File: src/rtl/apb_master_param_if.sv
// Command, response and APB4 bus signals of apb_master_param.
// The master modport is the requester's view. The slave modport is the view of the command source and completer.
interface apb_master_param_if #(
  parameter int unsigned ADDR_WIDTH = 8,
  parameter int unsigned DATA_WIDTH = 32
);
  localparam int unsigned STRB_WIDTH = DATA_WIDTH / 8;

  logic                  cmd_valid;
  logic                  cmd_ready;
  logic                  cmd_write;
  logic [ADDR_WIDTH-1:0] cmd_addr;
  logic [DATA_WIDTH-1:0] cmd_wdata;
  logic [STRB_WIDTH-1:0] cmd_strb;
  logic [2:0]            cmd_prot;

  logic                  psel;
  logic                  penable;
  logic [ADDR_WIDTH-1:0] paddr;
  logic                  pwrite;
  logic [DATA_WIDTH-1:0] pwdata;
  logic [STRB_WIDTH-1:0] pstrb;
  logic [2:0]            pprot;
  logic                  pready;
  logic [DATA_WIDTH-1:0] prdata;
  logic                  pslverr;

  logic                  rsp_valid;
  logic [DATA_WIDTH-1:0] rsp_rdata;
  logic                  rsp_err;
  logic                  rsp_timeout;

  modport master (
    input  cmd_valid, cmd_write, cmd_addr, cmd_wdata, cmd_strb, cmd_prot,
    input  pready, prdata, pslverr,
    output cmd_ready,
    output psel, penable, paddr, pwrite, pwdata, pstrb, pprot,
    output rsp_valid, rsp_rdata, rsp_err, rsp_timeout
  );

  modport slave (
    output cmd_valid, cmd_write, cmd_addr, cmd_wdata, cmd_strb, cmd_prot,
    output pready, prdata, pslverr,
    input  cmd_ready,
    input  psel, penable, paddr, pwrite, pwdata, pstrb, pprot,
    input  rsp_valid, rsp_rdata, rsp_err, rsp_timeout
  );
endinterface

File: src/rtl/apb_master_param.sv
// Parametrised APB4 requester. It converts valid/ready commands into SETUP/ACCESS transfers.
// Each transfer returns a registered one-cycle response. A wait-state timeout can abort a transfer.
module apb_master_param #(
  parameter int unsigned ADDR_WIDTH = 8,
  parameter int unsigned DATA_WIDTH = 32,
  parameter int unsigned TIMEOUT    = 16,
  parameter int unsigned CNT_WIDTH  = 8
) (
  input  logic               pclk,
  input  logic               preset_n,
  apb_master_param_if.master bus
);

  localparam int unsigned STRB_WIDTH = DATA_WIDTH / 8;

  localparam logic [1:0] ST_IDLE   = 2'd0;
  localparam logic [1:0] ST_SETUP  = 2'd1;
  localparam logic [1:0] ST_ACCESS = 2'd2;

  localparam logic                 TIMEOUT_EN = (TIMEOUT != 0);
  localparam logic [CNT_WIDTH-1:0] WAIT_LAST  = CNT_WIDTH'((TIMEOUT == 0) ? 0 : TIMEOUT - 1);

  logic [1:0]            state;
  logic [1:0]            state_nxt;
  logic [CNT_WIDTH-1:0]  wait_cnt;

  logic                  hold_write;
  logic [ADDR_WIDTH-1:0] hold_addr;
  logic [DATA_WIDTH-1:0] hold_wdata;
  logic [STRB_WIDTH-1:0] hold_strb;
  logic [2:0]            hold_prot;

  logic                  rsp_valid_q;
  logic [DATA_WIDTH-1:0] rsp_rdata_q;
  logic                  rsp_err_q;
  logic                  rsp_timeout_q;

  logic                  in_access;
  logic                  bus_active;
  logic                  timeout_hit;
  logic                  done;
  logic                  ready;
  logic                  accept;

  // cmd_ready is gated by preset_n so that it reads 0 while reset is held.
  always_comb begin
    in_access   = (state == ST_ACCESS);
    bus_active  = (state == ST_SETUP) || in_access;
    timeout_hit = TIMEOUT_EN && in_access && !bus.pready && (wait_cnt == WAIT_LAST);
    done        = in_access && (bus.pready || timeout_hit);
    ready       = preset_n && ((state == ST_IDLE) || done);
    accept      = bus.cmd_valid && ready;
  end

  always_comb begin
    state_nxt = state;
    case (state)
      ST_IDLE:   if (accept) state_nxt = ST_SETUP;
      ST_SETUP:  state_nxt = ST_ACCESS;
      ST_ACCESS: if (done) state_nxt = bus.cmd_valid ? ST_SETUP : ST_IDLE;
      default:   state_nxt = ST_IDLE;
    endcase
  end

  always_ff @(posedge pclk or negedge preset_n) begin
    if (!preset_n) begin
      state <= ST_IDLE;
    end else begin
      state <= state_nxt;
    end
  end

  // Every entry to SETUP is an acceptance, so the counter clears on accept.
  // The counter saturates, which keeps it harmless when TIMEOUT is 0.
  always_ff @(posedge pclk or negedge preset_n) begin
    if (!preset_n) begin
      wait_cnt <= '0;
    end else if (accept) begin
      wait_cnt <= '0;
    end else if (in_access && !bus.pready && (wait_cnt != '1)) begin
      wait_cnt <= wait_cnt + CNT_WIDTH'(1);
    end
  end

  always_ff @(posedge pclk or negedge preset_n) begin
    if (!preset_n) begin
      hold_write <= 1'b0;
      hold_addr  <= '0;
      hold_wdata <= '0;
      hold_strb  <= '0;
      hold_prot  <= '0;
    end else if (accept) begin
      hold_write <= bus.cmd_write;
      hold_addr  <= bus.cmd_addr;
      hold_wdata <= bus.cmd_wdata;
      hold_strb  <= bus.cmd_strb;
      hold_prot  <= bus.cmd_prot;
    end
  end

  always_ff @(posedge pclk or negedge preset_n) begin
    if (!preset_n) begin
      rsp_valid_q   <= 1'b0;
      rsp_rdata_q   <= '0;
      rsp_err_q     <= 1'b0;
      rsp_timeout_q <= 1'b0;
    end else begin
      rsp_valid_q <= done;
      if (done) begin
        rsp_rdata_q   <= (!hold_write && bus.pready) ? bus.prdata : '0;
        rsp_err_q     <= bus.pready ? bus.pslverr : 1'b1;
        rsp_timeout_q <= timeout_hit;
      end
    end
  end

  assign bus.cmd_ready   = ready;
  assign bus.psel        = bus_active;
  assign bus.penable     = in_access;
  assign bus.paddr       = bus_active ? hold_addr : '0;
  assign bus.pwrite      = bus_active && hold_write;
  assign bus.pwdata      = bus_active ? hold_wdata : '0;
  assign bus.pstrb       = (bus_active && hold_write) ? hold_strb : '0;
  assign bus.pprot       = bus_active ? hold_prot : '0;
  assign bus.rsp_valid   = rsp_valid_q;
  assign bus.rsp_rdata   = rsp_rdata_q;
  assign bus.rsp_err     = rsp_err_q;
  assign bus.rsp_timeout = rsp_timeout_q;

endmodule

File: src/flat_wrapper.sv
// flat-port wrapper written by rule: the top's interface ports become plain ports
module apb_master_param_flat 
#(
  parameter int unsigned ADDR_WIDTH = 8,
  parameter int unsigned DATA_WIDTH = 32,
  parameter int unsigned TIMEOUT    = 16,
  parameter int unsigned CNT_WIDTH  = 8
)
  (pclk, preset_n, bus_cmd_valid, bus_cmd_write, bus_cmd_addr, bus_cmd_wdata, bus_cmd_strb, bus_cmd_prot, bus_pready, bus_prdata, bus_pslverr, bus_cmd_ready, bus_psel, bus_penable, bus_paddr, bus_pwrite, bus_pwdata, bus_pstrb, bus_pprot, bus_rsp_valid, bus_rsp_rdata, bus_rsp_err, bus_rsp_timeout);
  apb_master_param_if #(.ADDR_WIDTH(ADDR_WIDTH), .DATA_WIDTH(DATA_WIDTH)) bus_i ();
  input  logic pclk;
  input  logic preset_n;
  input wire logic [$bits(bus_i.cmd_valid)-1:0] bus_cmd_valid;
  input wire logic [$bits(bus_i.cmd_write)-1:0] bus_cmd_write;
  input wire logic [$bits(bus_i.cmd_addr)-1:0] bus_cmd_addr;
  input wire logic [$bits(bus_i.cmd_wdata)-1:0] bus_cmd_wdata;
  input wire logic [$bits(bus_i.cmd_strb)-1:0] bus_cmd_strb;
  input wire logic [$bits(bus_i.cmd_prot)-1:0] bus_cmd_prot;
  input wire logic [$bits(bus_i.pready)-1:0] bus_pready;
  input wire logic [$bits(bus_i.prdata)-1:0] bus_prdata;
  input wire logic [$bits(bus_i.pslverr)-1:0] bus_pslverr;
  output wire logic [$bits(bus_i.cmd_ready)-1:0] bus_cmd_ready;
  output wire logic [$bits(bus_i.psel)-1:0] bus_psel;
  output wire logic [$bits(bus_i.penable)-1:0] bus_penable;
  output wire logic [$bits(bus_i.paddr)-1:0] bus_paddr;
  output wire logic [$bits(bus_i.pwrite)-1:0] bus_pwrite;
  output wire logic [$bits(bus_i.pwdata)-1:0] bus_pwdata;
  output wire logic [$bits(bus_i.pstrb)-1:0] bus_pstrb;
  output wire logic [$bits(bus_i.pprot)-1:0] bus_pprot;
  output wire logic [$bits(bus_i.rsp_valid)-1:0] bus_rsp_valid;
  output wire logic [$bits(bus_i.rsp_rdata)-1:0] bus_rsp_rdata;
  output wire logic [$bits(bus_i.rsp_err)-1:0] bus_rsp_err;
  output wire logic [$bits(bus_i.rsp_timeout)-1:0] bus_rsp_timeout;
  assign bus_i.cmd_valid = bus_cmd_valid;
  assign bus_i.cmd_write = bus_cmd_write;
  assign bus_i.cmd_addr = bus_cmd_addr;
  assign bus_i.cmd_wdata = bus_cmd_wdata;
  assign bus_i.cmd_strb = bus_cmd_strb;
  assign bus_i.cmd_prot = bus_cmd_prot;
  assign bus_i.pready = bus_pready;
  assign bus_i.prdata = bus_prdata;
  assign bus_i.pslverr = bus_pslverr;
  assign bus_cmd_ready = bus_i.cmd_ready;
  assign bus_psel = bus_i.psel;
  assign bus_penable = bus_i.penable;
  assign bus_paddr = bus_i.paddr;
  assign bus_pwrite = bus_i.pwrite;
  assign bus_pwdata = bus_i.pwdata;
  assign bus_pstrb = bus_i.pstrb;
  assign bus_pprot = bus_i.pprot;
  assign bus_rsp_valid = bus_i.rsp_valid;
  assign bus_rsp_rdata = bus_i.rsp_rdata;
  assign bus_rsp_err = bus_i.rsp_err;
  assign bus_rsp_timeout = bus_i.rsp_timeout;
  apb_master_param #(.ADDR_WIDTH(ADDR_WIDTH), .DATA_WIDTH(DATA_WIDTH), .TIMEOUT(TIMEOUT), .CNT_WIDTH(CNT_WIDTH)) u_core (.pclk(pclk), .preset_n(preset_n), .bus(bus_i));
endmodule
File: config.mk
export PLATFORM = sky130hd
export DESIGN_NAME = apb_master_param_flat
export DESIGN_NICKNAME = d
export VERILOG_FILES = /design/src/rtl/apb_master_param_if.sv /design/src/rtl/apb_master_param.sv /design/src/flat_wrapper.sv
export SDC_FILE = /design/constraint.sdc
export NUM_CORES = 1
export LEC_CHECK = 0
export CAP_MARGIN = 40
export CORE_UTILIZATION = 46
export CTS_CLUSTER_SIZE = 14
export DETAILED_ROUTE_END_ITERATION = 8
export PLACE_DENSITY_LB_ADDON = 0.05
export SYNTH_ARGS = -nofsm -noshare
export SYNTH_HDL_FRONTEND = slang
export SYNTH_SLANG_ARGS = --single-unit
File: constraint.sdc
create_clock -name pclk -period 5.4 [get_ports pclk]
set_input_delay 1.35 -clock pclk [delete_from_list [all_inputs] [get_ports pclk]]
set_output_delay 1.35 -clock pclk [all_outputs]
set_load 0.02 [all_outputs]
After elaboration in Yosys (flattened, before gate mapping)
Index checks and enable logic that the tools add are counted.
{"block": "word_totals", "elab_cells": 46, "ramBits": 0, "out_inout_bits": 86, "mem_count": 0, "rom_bits": 0, "inputBits": 85, "register_bits": 93, "latchBits": 0}
{"block": "classes", "bitwise": 0, "n_addsub": 1, "div_mod_pow": 0, "magnitude_cmp": 0, "n_eq_ne": 6, "mul": 0, "shifts": 0, "mux": 12, "n_reduce_logical": 16}
{"op": "two-way mux 32 bit", "n": 2}
{"op": "two-way mux 8 bit", "n": 3}
{"op": "adder 8 x 1 -> 8 bit (second input constant)", "n": 1}
{"op": "== test 8 x 4 -> 1 bit (second input constant)", "n": 1}
{"op": "logical AND 1 bit", "n": 8}
{"op": "inequality test 8 bit (second input constant)", "n": 1}
{"op": "case mux 2 bit (3 select lines)", "n": 1}
{"op": "two-way mux 2 bit", "n": 2}
{"op": "two-way mux 4 bit", "n": 1}
{"op": "logical OR 1 bit", "n": 3}
{"op": "two-way mux 3 bit", "n": 1}
{"op": "== test 2 x 1 -> 1 bit (second input constant)", "n": 1}
{"op": "== test 2 bit (second input constant)", "n": 1}
{"op": "zero test 1 bit", "n": 2}
{"op": "zero test 2 bit", "n": 1}
{"op": "two-way mux 1 bit", "n": 2}
{"op": "inequality test 2 x 1 -> 1 bit (second input constant)", "n": 1}
{"op": "inequality test 2 bit (second input constant)", "n": 1}
{"op": "AND reduction 2 bit", "n": 1}
{"op": "nonzero test 2 bit", "n": 1}

Logic depth before layout (Yosys ltp)
Gate-level depths: netlist of run 1.
{"block": "depth", "ltp_word": 10, "depth_mapped": 8, "mapped_depth_nobuf": 6}

Worst setup path after synthesis of run 1
Ideal clock, no wire load.
{"block": "synth_timing", "path_kind": "input to output", "from": "in bus_pready", "to": "out bus_cmd_ready", "arrival_time_ns": 2.156, "stages": 5, "required_time_ns": 4.050, "slack_ns": 1.894, "n_path_buf": 2, "path_cell_list": "nand2_1 o31ai_4 buf_2 buf_2 o21a_1"}
{"block": "synth_via", "elab_chain_cells": 7}
{"item": "start: declaration", "line": "flat_wrapper.sv:19", "rtl": "input wire logic [$bits(bus_i.pready)-1:0] bus_pready;"}
{"item": "zero test 1 bit", "line": "apb_master_param.sv:49", "rtl": "timeout_hit = TIMEOUT_EN && in_access && !bus.pready && (wait_cnt == WAIT_LAST);"}
{"item": "logical AND 1 bit (2 in series)", "line": "apb_master_param.sv:49"}
{"item": "logical OR 1 bit (*)", "line": "apb_master_param.sv:50", "rtl": "done = in_access && (bus.pready || timeout_hit);"}
{"item": "logical AND 1 bit (*)", "line": "apb_master_param.sv:50"}
{"item": "logical OR 1 bit (*)", "line": "apb_master_param.sv:51", "rtl": "ready = preset_n && ((state == ST_IDLE) || done);"}
{"item": "logical AND 1 bit (*)", "line": "apb_master_param.sv:51"}
{"item": "end: declaration", "line": "flat_wrapper.sv:22", "rtl": "output wire logic [$bits(bus_i.cmd_ready)-1:0] bus_cmd_ready;"}
Mark *: on every way between the ends. The rest lies on a longest branch, timed or not.

Worst setup path after layout of run 1
Same ends and word-level chain as after synthesis.

==> metrics.cfg, run 1 <==
[logic_synthesis]
post_synth_fa_ha_maj_area_fraction_pct=1.52
synth_fp_nets=451
synth.mux.area_fraction_pct=13.9
synth_warn=0
syn-cell-area_um2=4130
synth.avg_cell_area_um2=11.4
synth_cell_type_count=35
synth_top_family_by_area=simple AND/OR/NAND/NOR gates
synthesis.instances=361
synth.ff_latch_count=93
ys_seq_area_share_pct=56.4
yosys.area_share.simple_pct=14.0
synth_compound_area_share_pct=7.45
synth_xor_xnor_area_share_pct=0.424

[cts]
clockBufferDepth=2
cts_root_buffer=sky130_fd_sc_hd__clkbuf_8
cts_hold_repair.buffers=0
cts.repair.resized=0
cts_num_sinks=93
cts_setup_buffers=0
cts_inserted_buffers=9
depth_of_the_cts_h_tree=3
worst_skew_pair.late_latency_ns=0.35
worst_setup_hold_path_clk_slew_ns=0.09
cts_tree=done

[power]
comb_power_share_pct=55.0
clockPowerShare_pct=12.4
p_sw_share_pct=38.9
p_seq_share_pct=32.7
p_per_area_nw_per_um2=577
p_total_mw=3.50
cellInternalPower_mw=2.14
irDropWorstVdd_v=0.000435
leakagePower_nw=2.53
netSwitchingPower_mw=1.36

[timing]
timing.fmax_mhz=236
final_hold_viol_count=0
finalMaxSlewViolations=0
max_slew_margin_pct=51.1
finalSetupViolCount=0
final.period_utilization_pct=78.6
final.min_clock_period_ns=4.25
rsz0062_at_grt=no
finClkSkew_ns=0.0159
fin_tns_setup_ns=0
worst-slew-pin-transition_ns=0.733

[cells_and_area]
final_core_area_utilization_pct=69.6
num-nets-final=615
mostFrequentLayoutCells=169 x sky130_fd_sc_hd__clkdlybuf4s50_1, 93 x sky130_fd_sc_hd__dfrtp_1, 44 x sky130_fd_sc_hd__and2_1
most_frequent_standard_cell_in_the_layout_excluding_fill_and_tap_cells=sky130_fd_sc_hd__clkdlybuf4s50_1
antenna_cells_inserted=0
synthToLayoutAreaGrowth_pct=46.9
layout-drive-gt1-share_pct=8.30
finalInstanceArea_um2=6070

[detailed_routing]
wl_mm=9.68
route.vias.total=3165
drc=0
drt-wirelength-per-cell_um=15.2
post_dr_vias_cell=4.96
drt_pre_antenna_iters=4
initialDrtViolationCount=64
final_antenna_net_count=0

[global_route]
groute.layer.met2.usage_pct=32.4
via_count_of_the_first_global_routing_pass=3116
grt_start_max_net_pins=68
total_routing_resource_utilization_after_global_routing_pct=21.1
global_route.peak_usage_layer=met2
grt_pass1_wl_mm=15.8
number_of_antenna_violations_at_the_first_check_in_global_routing=0
grt_util_met1_pct=29.0
global_route.overflow_total=0
grt_util_met3_pct=4.91

[worst_setup_path]
timing.critical_path.buf_inv=2
ff2ff_setup_slack_ns=2.35
critical_path.reg2reg.startpoint=u_core.state[0]
category_of_the_worst_setup_path_launch_point=primary input
critical_path.cell_chain=clkdlybuf4s50_1 -> nand2_1 -> o31ai_4 -> o21a_1 -> clkdlybuf4s50_1
crit_required_ns=4.05
timing.critical_path.mode_cell=sky130_fd_sc_hd__clkdlybuf4s50_1
cp.arrival_ns=2.90
critical_path_start=bus_pready
endpoint_kind=output port
critical_path_depth=5
critPathSlowestCell=sky130_fd_sc_hd__clkdlybuf4s50_1
r2r-end=u_core.hold_strb[0]
timing.critical_path.fanout_max=6
max_stage_delay_ns=0.62
rr_worst_depth=8
cpLargestDelayFamily=buffers and inverters
critical_path.endpoint=bus_cmd_ready
path_class=in -> out

[floorplanning]
fp.coreArea_um2=8720
design.die.area_um2=9360
floorplan.initialDensity_pct=47.3
die_y_um=96.7
die_width_um=96.7
placementRows=34
io_pins=171

[placement]
post_dp_cell_area_um2=5880
port_buffers=170
detailedPlacementHpwl_mm=6.84
place_congestion=0.742

[hold_path]
hold_path_class=reg -> reg

[run]
drv_cap=0

[status]
status=completed

-- logic make-up (layout without fill, tap and decap cells) --
family                     after synthesis  count (layout)
and+or+nand+nor                        101             101
DFF                                     93              93
buffers and inverters                   58             227
AOI/OAI and AO/OA                       51              51
muxes                                   51              51
adders and majority gates                5               5
xor gates and xnor gates                 2               2
-- per-layer routing --
metal | vias up | wire length (um)
li1 | 1535 | -
met1 | 1514 | 4450
met2 | 104 | 4590
met3 | 12 | 468
met4 | 0 | 176
met5 | - | 0
-- synthesized netlist by cell type, drive strengths merged --
cell     instances  area [um2]
a211oi           4        30.0
a21boi           1        7.51
a21oi            5        25.0
a2bb2oi          1        8.76
a311oi           1        8.76
a31oi            2        12.5
and2            44         275
and3             6        37.5
and4             1        8.76
and4b            1        10.0
buf             10        81.3
clkbuf          12        45.0
dfrtp           93        2330
ha               5        62.6
inv             36         135
mux2            50         563
mux2i            1        10.0
nand2            2        7.51
nand2b           1        6.26
nand3           33         165
nand4            2        12.5
nor2             6        22.5
nor2b            2        12.5
nor3             2        10.0
o211ai           1        7.51
o21a             1        7.51
o21ai           32         160
o21ba            1        10.0
o22a             1        8.76
o31ai            1        21.3
or4              1        11.3
xnor2            1        8.76
xor2             1        8.76
-- power by group through the flow --
stage	Sequential, mW	Combinational [mW]	Clock [mW]
finish	1.14	1.92	0.432
floorplan	1.25	0.939	0
global placement	1.14	1.91	0
detailed placement	1.16	1.94	0
global route	1.18	2.06	0.473
CTS	1.14	1.95	0.442
-- through the flow --
step                setup slack (ns)  hold slack [ns]  instances
finish                          1.15            0.487        638
CTS                             1.15            0.490        638
detailed placement              1.16            0.468        622
floorplan                       1.89            0.450        361
global placement                1.18            0.460        621
global route                    1.08            0.502        638
-- flip-flops by register name, summed over array words and instances (netlist names) --
signal                  count
u_core.bus.rsp_valid        1
u_core.hold_prot            3
u_core.bus.rsp_timeout      1
u_core.hold_wdata          32
u_core.state                2
u_core.hold_strb            4
u_core.hold_write           1
u_core.bus.rsp_err          1
u_core.hold_addr            8
u_core.bus.rsp_rdata       32
u_core.wait_cnt             8
-- worst register-to-register path: stages (launching register included) --
cell,delay (ns)
sky130_fd_sc_hd__dfrtp_1,0.43
sky130_fd_sc_hd__inv_1,0.09
sky130_fd_sc_hd__ha_1,0.32
sky130_fd_sc_hd__inv_1,0.12
sky130_fd_sc_hd__o31ai_4,0.26
sky130_fd_sc_hd__buf_4,0.51
sky130_fd_sc_hd__o21ba_2,0.20
sky130_fd_sc_hd__buf_4,0.55
sky130_fd_sc_hd__mux2_2,0.46
-- cell type report --
class                           count  area, um2
Timing Repair Buffer              175       1740
Clock inverter                      6       45.0
Sequential cell                    93       2330
Fill cell                         679       2650
Inverter                           36        135
Multi-Input combinational cell    210       1540
Tap cell                          108        135
Clock buffer                       10        138
-- worst min path at each step --
stage	cells past startpoint	startpoint	endpoint
final	1	u_core.hold_wdata[9]	u_core.hold_wdata[9]
after global routing	1	u_core.hold_wdata[9]	u_core.hold_wdata[9]
after CTS	1	u_core.hold_wdata[9]	u_core.hold_wdata[9]
after detailed placement	1	u_core.hold_wdata[9]	u_core.hold_wdata[9]
after global placement	1	u_core.hold_wdata[8]	u_core.hold_wdata[8]
after floorplan	1	u_core.hold_addr[1]	u_core.hold_addr[1]
No activity file was read; power rests on OpenSTA's default activity.
==> run 2, diff against run 1 <==
CORE_UTILIZATION = 43   (was 46)
clock period = 4.3 ns   (was 5.4 ns; I/O delays follow)
==> run 2 against run 1 <==
- global-route usage decreased by 1.4 points
- utilization shrank 3.5 points
- clock skew is 0.0073 ns lower
- highest routed layer is now met5
- setup slack lost 0.55 ns
- cell count increased by 3.6%
- routed wire length is 0.76% higher
- largest cell class unchanged
- die area increased by 6.8%
- total power is 27% higher
==> metrics.cfg, run 2 (synthesized netlist as in run 1, its figures left out) <==
[status]
status=completed

[power]
irDropWorstVdd_v=0.000456  ; +4.7%
comb_power_share_pct=54.8  ; -0.2 points
p_seq_share_pct=32.4  ; -0.3 points
p_per_area_nw_per_um2=723  ; +25%
clockPowerShare_pct=12.8  ; +0.4 points
p_sw_share_pct=38.3  ; -0.57 points
leakagePower_nw=2.55  ; +0.83%
netSwitchingPower_mw=1.70  ; +25%
cellInternalPower_mw=2.73  ; +28%
p_total_mw=4.43  ; +27%

[global_route]
via_count_of_the_first_global_routing_pass=3072  ; -1.4%
total_routing_resource_utilization_after_global_routing_pct=19.7  ; -1.4 points
global_route.overflow_total=0  ; unchanged
grt_start_max_net_pins=68  ; unchanged
number_of_antenna_violations_at_the_first_check_in_global_routing=1  ; +1
grt_pass1_wl_mm=15.3  ; -3.4%

[timing]
finClkSkew_ns=0.00855  ; -0.00732 ns
rsz0062_at_grt=no
fin_tns_setup_ns=0  ; unchanged
timing.fmax_mhz=271
finalMaxSlewViolations=0  ; unchanged
worst-slew-pin-transition_ns=0.672  ; -0.0615 ns
max_slew_margin_pct=55.2  ; +4.1 points
final.period_utilization_pct=85.9
final_hold_viol_count=0  ; unchanged
final.min_clock_period_ns=3.69
finalSetupViolCount=0  ; unchanged

[detailed_routing]
post_dr_vias_cell=4.75  ; -4.3%
route.vias.total=3137  ; -0.88%
drt-wirelength-per-cell_um=14.8  ; -2.7%
drt_pre_antenna_iters=4  ; unchanged
final_antenna_net_count=0  ; unchanged
drc=0  ; unchanged
initialDrtViolationCount=88  ; +38%
wl_mm=9.75  ; +0.76%

[placement]
post_dp_cell_area_um2=5940  ; +1.0%
port_buffers=170  ; unchanged
detailedPlacementHpwl_mm=6.91  ; +1.1%
place_congestion=0.765  ; +3.1%

[floorplanning]
die_width_um=100  ; +3.4%
fp.coreArea_um2=9280  ; +6.5%
io_pins=171  ; unchanged
design.die.area_um2=10000  ; +6.8%
die_y_um=100  ; +3.4%
placementRows=35  ; +2.9%
floorplan.initialDensity_pct=44.5  ; -2.9 points

[worst_setup_path]
max_stage_delay_ns=0.62  ; about the same
timing.critical_path.mode_cell=sky130_fd_sc_hd__clkdlybuf4s50_1
crit_required_ns=3.22  ; -0.83 ns
critPathSlowestCell=sky130_fd_sc_hd__clkdlybuf4s50_1
category_of_the_worst_setup_path_launch_point=primary input
endpoint_kind=output port
critical_path.cell_chain=clkdlybuf4s50_1 -> nand2_1 -> o31ai_4 -> o21a_1 -> clkdlybuf4s50_1
timing.critical_path.fanout_max=6  ; unchanged
path_class=in -> out
cp.arrival_ns=2.62  ; -0.28 ns

[cells_and_area]
num-nets-final=617  ; +0.33%
mostFrequentLayoutCells=169 x sky130_fd_sc_hd__clkdlybuf4s50_1, 93 x sky130_fd_sc_hd__dfrtp_1, 44 x sky130_fd_sc_hd__and2_1
synthToLayoutAreaGrowth_pct=48.6
most_frequent_standard_cell_in_the_layout_excluding_fill_and_tap_cells=sky130_fd_sc_hd__clkdlybuf4s50_1
final_core_area_utilization_pct=66.1  ; -3.5 points
antenna_cells_inserted=0  ; unchanged
layout-drive-gt1-share_pct=8.46  ; +0.16 points
finalInstanceArea_um2=6130  ; +1.1%

[cts]
cts_setup_buffers=0  ; unchanged
cts_hold_repair.buffers=0  ; unchanged
cts_num_sinks=93  ; unchanged
depth_of_the_cts_h_tree=3  ; unchanged
clockBufferDepth=2  ; unchanged
worst_skew_pair.late_latency_ns=0.35  ; about the same
cts_tree=done
worst_setup_hold_path_clk_slew_ns=0.08  ; about the same
cts_root_buffer=sky130_fd_sc_hd__clkbuf_8
cts.repair.resized=0  ; unchanged
cts_inserted_buffers=9  ; unchanged

[hold_path]
hold_path_class=reg -> reg

[run]
drv_cap=0  ; unchanged

[run 2: changes by cell type in the layout (fill, tap and decap cells not counted), sizes merged]
cell and delta:
bufinv +1, clkinvlp -1, buf +2, clkinv +2
inv -2
[run 2: power by group through the flow]
stage / sequential, mW / clock [mW] / combinational (mW)
after global routing: 1.49 / 0.623 / 2.61
after detailed placement: 1.45 / 0 / 2.45
final: 1.43 / 0.567 / 2.43
after global placement: 1.43 / 0 / 2.42
after CTS: 1.43 / 0.587 / 2.46
after floorplan: 1.57 / 0 / 1.18
[run 2: metal layers]
metal / wire length, um / global-route usage (%) / vias to the layer above
li1: - / - / 1539
met2: 4450 / 30.6 / 96
met4: 210 / 8.14 / 2
met3: 580 / 4.53 / 18
met1: 4500 / 26.9 / 1482
met5: 11 / 0 / -
[run 2: area by class of cell]
class / instances / area (um2)
well taps: 129 / 161
repair buffers: 177 / 1780
clock buffers: 10 / 128
multi-input cells: 210 / 1540
flip-flops and latches: 93 / 2330
fillers: 757 / 3150
inverters: 36 / 135
clock inverters: 6 / 63.8
[run 2: per-stage QoR]
stage | setup slack [ns] | hold slack, ns | std cells
6_report | 0.606 | 0.484 | 661
5_1_grt | 0.531 | 0.506 | 661
4_1_cts | 0.607 | 0.486 | 661
3_5_place_dp | 0.601 | 0.467 | 645
3_3_place_gp | 0.628 | 0.459 | 645
2_1_floorplan | 1.33 | 0.450 | 361
[run 2: worst max-delay path, delay by kind of cell]
kind	cells	cell delay, ns
AOI/OAI and AO/OA	2	0.23
and+or+nand+nor	1	0.14
buffers and inverters	2	1.18
[run 2: path summary, 6_finish.rpt]
kind                       cells after the start                       end  slack [ns]                  start
max in group asynchronous                      2  u_core.bus.rsp_rdata[29]        2.99               preset_n
hold reg to reg                                1     u_core.hold_wdata[19]        0.48  u_core.hold_wdata[19]
setup / recovery                               5             bus_cmd_ready        0.61             bus_pready
hold / removal                                 1     u_core.hold_wdata[19]        0.48  u_core.hold_wdata[19]
setup reg to reg                               6       u_core.hold_prot[1]        1.23     u_core.wait_cnt[5]
min in group asynchronous                      2        u_core.wait_cnt[4]        0.81               preset_n
